$ cat src/rtl/pc_unit_pkg.sv
// Shared constants and state encoding for the program counter unit and the PC select mux.
package pc_unit_pkg;

  localparam int unsigned WIDTH_DEF    = 32;
  localparam int unsigned QW_DEF       = 16;
  localparam int unsigned OS_ENTRY_DEF = 524;

  typedef enum logic {
    ST_RUN    = 1'b0,
    ST_HALTED = 1'b1
  } state_t;

endpackage

$ cat src/rtl/pc_unit_quantum_counter.sv
// Instruction budget counter: load wins over decrement, and a zero count never moves.
module quantum_counter #(
  parameter int unsigned QW = 16
) (
  input  logic          clock,
  input  logic          reset,
  input  logic          load,
  input  logic [QW-1:0] value,
  input  logic          dec_en,
  output logic [QW-1:0] count,
  output logic          expire
);

  always_ff @(posedge clock) begin
    if (reset) begin
      count <= '0;
    end else if (load) begin
      count <= value;
    end else if (dec_en && (count != '0)) begin
      count <= count - QW'(1);
    end
  end

  assign expire = (count == QW'(1));

endmodule

$ cat src/rtl/pc_unit.sv
// Program counter register with stall, HALT and time-quantum preemption into the OS handler.
module pc_unit
  import pc_unit_pkg::*;
#(
  parameter int unsigned WIDTH    = WIDTH_DEF,
  parameter int unsigned OS_ENTRY = OS_ENTRY_DEF,
  parameter int unsigned QW       = QW_DEF
) (
  input  logic             clock,
  input  logic             reset,
  input  logic [WIDTH-1:0] pc_next,
  input  logic             stall,
  input  logic             halt,
  input  logic             resume,
  input  logic             quantum_load,
  input  logic [QW-1:0]    quantum,
  output logic [WIDTH-1:0] pc,
  output logic [WIDTH-1:0] pc_plus1,
  output logic [WIDTH-1:0] epc,
  output logic             trap,
  output logic             halted
);

  state_t        state;
  logic [QW-1:0] count;
  logic          expire;
  logic          retire;

  // A retirement is an unstalled, non-halt cycle in RUN; on expiry it takes the count 1 -> 0.
  assign retire = (state == ST_RUN) && !stall && !halt;

  quantum_counter #(
    .QW(QW)
  ) u_quantum_counter (
    .clock (clock),
    .reset (reset),
    .load  (quantum_load),
    .value (quantum),
    .dec_en(retire),
    .count (count),
    .expire(expire)
  );

  always_ff @(posedge clock) begin
    if (reset) begin
      pc    <= '0;
      epc   <= '0;
      trap  <= 1'b0;
      state <= ST_RUN;
    end else begin
      trap <= 1'b0;
      case (state)
        ST_RUN: begin
          if (stall) begin
            state <= ST_RUN;
          end else if (halt) begin
            state <= ST_HALTED;
          end else if (expire) begin
            epc  <= pc_next;
            pc   <= WIDTH'(OS_ENTRY);
            trap <= 1'b1;
          end else begin
            pc <= pc_next;
          end
        end
        ST_HALTED: begin
          if (resume) state <= ST_RUN;
        end
        default: state <= ST_RUN;
      endcase
    end
  end

  assign pc_plus1 = pc + WIDTH'(1);
  assign halted   = (state == ST_HALTED);

endmodule

$ cat config.mk
export PLATFORM = sky130hd
export DESIGN_NAME = pc_unit
export DESIGN_NICKNAME = d
export VERILOG_FILES = /design/src/rtl/pc_unit_pkg.sv /design/src/rtl/pc_unit_quantum_counter.sv /design/src/rtl/pc_unit.sv
export SDC_FILE = /design/constraint.sdc
export NUM_CORES = 1
export LEC_CHECK = 0
export BUFFER_PORTS_ARGS = -buffer_cell sky130_fd_sc_hd__buf_2
export CAP_MARGIN = 20
export CELL_PAD_IN_SITES_DETAIL_PLACEMENT = 1
export CELL_PAD_IN_SITES_GLOBAL_PLACEMENT = 1
export CORE_MARGIN = 2
export CORE_UTILIZATION = 39
export CTS_BUF_LIST = sky130_fd_sc_hd__clkbuf_8
export DETAILED_ROUTE_END_ITERATION = 8
export PLACE_DENSITY = 0.84
export SYNTH_ARGS = -nofsm -noshare
export SYNTH_HDL_FRONTEND = slang
export SYNTH_SLANG_ARGS = --single-unit
$ cat constraint.sdc
create_clock -name clock -period 2.9 [get_ports clock]
set_input_delay 0.145 -clock clock [delete_from_list [all_inputs] [get_ports clock]]
set_output_delay 0.145 -clock clock [all_outputs]
set_load 0.005 [all_outputs]
Word-level counts from Yosys, hierarchy flattened
Index checks and enable logic that the tools add are counted.
Widths: inputs -> output; s select.

cells by class
  add/sub/neg operators = 2
  eq/ne operators = 1
  muxes and demuxes = 8
  bitwise logic cells = 3
  reductions and logical operators = 10

operators with widths
  kind                   count
  $add 32x1->32 const B  1
  $mux 16                2
  $mux 32                1
  $eq 16x1->1 const B    1
  $reduce_bool 16->1     1
  $sub 16x1->16 const B  1
  $mux 1                 4
  $reduce_and 4->1       1
  $reduce_or 4->1        1
  $logic_and 1x1->1      3
  $not 1->1              3
  $reduce_and 3->1       1
  $logic_not 1->1        2
  $pmux 1 s2             1
  $reduce_bool 2->1      1

word-level totals
  register bits = 82
  input bits = 54
  output and inout port bits = 98
  word-level logic and storage cells = 29

Longest topological paths before layout
  word-level depth = 6
  gate-level depth with buffers = 8
  mapped depth without buffers = 6

Cells and area by module
From an unflattened synthesis, not the netlist that was laid out.

second synthesis, totals
  cell total of the unflattened synthesis = 504
  area, all modules = 4,001.3 um^2

modules (own cells, without submodules)
  module           instances  cells each  area an instance (um^2)
  pc_unit          1          380         2,981.6
  quantum_counter  1          124         1,019.7

Least setup slack after synthesis
Ideal clock, no wire load.

  kind = register to register
  start point = reg u_quantum_counter.count[0]
  end point = reg u_quantum_counter.count[11]
  library setup time = 0.139 ns
  arrival = 1.704 ns
  slack = 1.058 ns
  stages on the path, launching flop included = 7
  clock period less this slack = 1.842 ns
  cell sequence = dfxtp_1 inv_1 ha_1 or4b_4 or3_1 a311oi_1 a311oi_1

on the way
  cells in the longest elaborated chain, start to end = 3

RTL lines
  item                                                 line                                                          RTL
  start: declaration                                   pc_unit_quantum_counter.sv:10                                 output logic [QW-1:0] count,
  start signal: assignment                             pc_unit_quantum_counter.sv:18                                 count <= value;
  start signal: assignment                             pc_unit_quantum_counter.sv:20                                 count <= count - QW'(1);
  $sub 16x1->16 or $reduce_bool 16->1 (tied branches)  pc_unit_quantum_counter.sv:20, pc_unit_quantum_counter.sv:19
  $mux 16 or $logic_and 1x1->1 (tied branches)         pc_unit_quantum_counter.sv:19                                 end else if (dec_en && (count != '0)) begin
  $mux 16 or $reduce_bool 2->1 (tied branches)         n/a

Several ways; a longest one is shown, not always the timed one. The select of a mux whose other input is x is not followed.
A chain may end at the register's enable or synchronous reset.

Worst setup path after layout
  start point = reg pc[9]
  end point = out pc_plus1[31]

on the way
  cells in the longest elaborated chain, start to end = 1

RTL lines
  item                      line           RTL
  start: declaration        pc_unit.sv:17  output logic [WIDTH-1:0] pc,
  start signal: assignment  pc_unit.sv:60  pc <= WIDTH'(OS_ENTRY);
  start signal: assignment  pc_unit.sv:63  pc <= pc_next;
  $add 32x1->32             pc_unit.sv:74  assign pc_plus1 = pc + WIDTH'(1);
  end: declaration          pc_unit.sv:18  output logic [WIDTH-1:0] pc_plus1,

No other way between the ends.

==> flow_summary.yaml <==
sta:
  finalClockSkew_ns: 0.0125
  maxSlewViolCount: 0
  period_share_pct: 90.0
  hold_viol: 0
  finalSetupViolations: 0
  worst_pin_slew_ns: 0.668
  slew_headroom_pct: 55.4
  rsz0062_at_grt: "no"
  fin_crit_ns: 2.61
  tns_ns: 0
  max_clock_freq_mhz: 383
setup_path:
  reg2reg_to: "u_quantum_counter.count[2]$_SDFFE_PP0P_"
  critical_path_depth: 5
  cp.required_ns: 2.76
  startpoint_type: "register"
  end_kind: "output port"
  crit_start: "pc[9]$_SDFFE_PP0P_"
  cpPeakStageDelay_ns: 0.51
  path_buf_inv: 1
  crit_type: "register to output port"
  critPathMaxFanout: 12
  critical_path.endpoint: "pc_plus1[31]"
  path_delay_family: "simple AND/OR/NAND/NOR gates"
  path_cells: "and4_1 -> nand4_1 -> nor4_1 -> xor2_1 -> buf_2"
  reg2reg_depth: 6
  r2r_setup_slack_ns: 0.77
  cpMaxStageDelayCell: "dfxtp_1"
  crit_arrival_ns: 2.46
  r2r_start: "u_quantum_counter.count[0]$_SDFFE_PP0P_"
global_route:
  grt-ovfl-total: 0
  grt_first_pass_wirelength_um: 22000
  first_global_vias: 4322
  track_usage_pct: 24.2
  grt_max_degree: 34
  antenna_found_initial: 0
logic_synthesis:
  yosysMostFrequentCell: "dfxtp_1"
  synth_largest_area_cell: "dfxtp_1"
  ys_seq_area_share_pct: 39.7
  yosysWarnings: 0
  ys.flop_type: "dfxtp_1"
  netlist_top_cells_count: "dfxtp_1, nand2_1, a21oi_1"
  synth_edf_count: 0
  syn_nets: 572
  ys_types: 51
  syn_inst: 515
  yosys_register_bits: 82
  synth_area_per_cell_sq_um: 8.03
  synthTopCellsByArea: "dfxtp_1, a21oi_1, nand2_1, nand3_1, xor2_1"
  syn_area_sq_um: 4140
  async_flop_share_pct: 0
  netlist.area_leader.share_pct: 39.7
cells_and_area:
  post_layout_nonfiller_instances: 795
  fillers: 1346
  drive_gt1_share_pct: 29.3
  design_area_sq_um: 5200
  diodes: 0
  area_growth_pct: 25.6
  fin_nets: 711
die:
  fp.dieArea_sq_um: 11400
  initial_core_util_pct: 40.1
  io-pin-count: 152
  die_h_um: 107
  rows: 37
  core_sq_um: 10300
  die_w_um: 107
routing:
  drcViolationCount: 0
  drt_iter0_markers: 242
  wl_per_cell_um: 17.5
  avgViaCountPerCell: 5.50
  routed_wirelength_um: 13900
  ant_nets: 0
  drtPass1Iterations: 5
  num_vias: 4371
clock_network:
  post_cts_resized: 0
  cts_buffers: 9
  path_clk_slew_ns: 0.09
  cts.sinks: 82
  h-tree-depth: 3
  cts_setup_buffers: 0
  cts_tree: "built"
  clock-root-buffer: "clkbuf_8"
  max-clock-path-buffers: 2
  ctsHoldBuffers: 0
  clkLatencyLatePin_ns: 0.36
place:
  port_buffers: 151
  placed_cells: 779
  place.gp.congestion: 0.825
  placedInstanceArea_sq_um: 4970
  place_hpwl_um: 10400
power:
  p_per_area_nw_per_um2: 488
  finalPower_mw: 2.54
  p_leak_nw: 2.24
  peakVddDrop_mv: 0.192
hold_path:
  hold_class: "primary input to register"
run_status:
  outcome: "finished, final reports clean"
job:
  drv_cap: 0
## per-stage QoR
stage | hold slack, ns | util [%] | setup WS [ns]
6_report | 0.0287 | 50.3 | 0.290
5_1_grt | 0.0258 | 50.3 | 0.167
4_1_cts | 0.0121 | 50.3 | 0.326
3_5_place_dp | 0.407 | 48.1 | 0.734
3_3_place_gp | 0.402 | 48.1 | 0.853
2_1_floorplan | 0.280 | - | 1.06
## layer usage
layer  routed length, um  up-vias  global-route usage, %  part of all wire [%]
met3                 577       11                   3.10                   4.1
met2                7130      113                   43.0                    51
met5                   0        -                      0                     0
met4                 146        0                   7.70                   1.0
li1                    -     2126                      -                     -
met1                6080     2121                   30.2                    44
## power by group
group	total [mW]	internal, mW	switching [mW]	leakage, nW
Sequential	1.23	1.16	0.0648	0.668
Clock	0.947	0.510	0.438	0.112
Combinational	0.360	0.149	0.210	1.46
Total	2.54	1.82	0.713	2.24
## registers in the layout, summed over array words and instances, names as in the netlist
register,cells
epc,32
halted,1
pc,32
trap,1
u_quantum_counter.count,16
## logic make-up (layout without fill, tap and decap cells)
logic type | Yosys count | after routing | synth area share, %
compound gates | 132 | 132 | 18.9
buf+inv | 50 | 194 | 6.08
simple gates | 216 | 216 | 27.6
xor+xnor | 31 | 31 | 6.56
fa+ha+maj | 3 | 3 | 0.907
mux | 1 | 1 | 0.242
flops | 82 | 82 | 39.7
## worst min-delay path: cells and delay by family
kind / cells / cell delay (ns)
buffers and inverters: 1 / 0.10
AND/OR/NAND/NOR: 1 / 0.05
AO/OA/AOI/OAI: 1 / 0.05
## placed cells by master (no fill, tap or decap), types with 3 or more instances in the layout
master,count
clkbuf_8,10
a31oi_1,3
o21ai_0,3
or3_1,5
buf_4,13
xor2_1,18
a311oi_1,7
a21oi_1,65
inv_1,14
nand3_1,43
nand2_1,78
and4_1,9
nor4_1,8
nor3_1,21
a211oi_1,4
nor2_1,20
and3_1,3
buf_2,151
o21ai_1,31
nand4_1,11
dfxtp_1,82
o31ai_1,3
ha_1,3
xnor2_1,13
## worst min path at each step
stage	from	depth (start not counted)	endpoint	slack (ns)
global route	pc_next[26]	3	pc[26]$_SDFFE_PP0P_	0.03
CTS	pc_next[4]	3	pc[4]$_SDFFE_PP0P_	0.01
floorplan	pc_next[16]	2	pc[16]$_SDFFE_PP0P_	0.28
detailed placement	pc_next[4]	3	pc[4]$_SDFFE_PP0P_	0.41
finish	pc_next[4]	3	pc[4]$_SDFFE_PP0P_	0.03
global placement	pc_next[4]	3	pc[4]$_SDFFE_PP0P_	0.40
## cell type report
class / count / area (sq um) / area share, %
Inverter: 14 / 52.6 / 1.01
Tap cell: 136 / 170 / 3.27
Clock inverter: 6 / 90.1 / 1.73
Timing Repair Buffer: 164 / 853 / 16.4
Sequential cell: 82 / 1640 / 31.6
Multi-Input combinational cell: 383 / 2250 / 43.3
Clock buffer: 10 / 138 / 2.65
(Power assumes the default switching activity.)
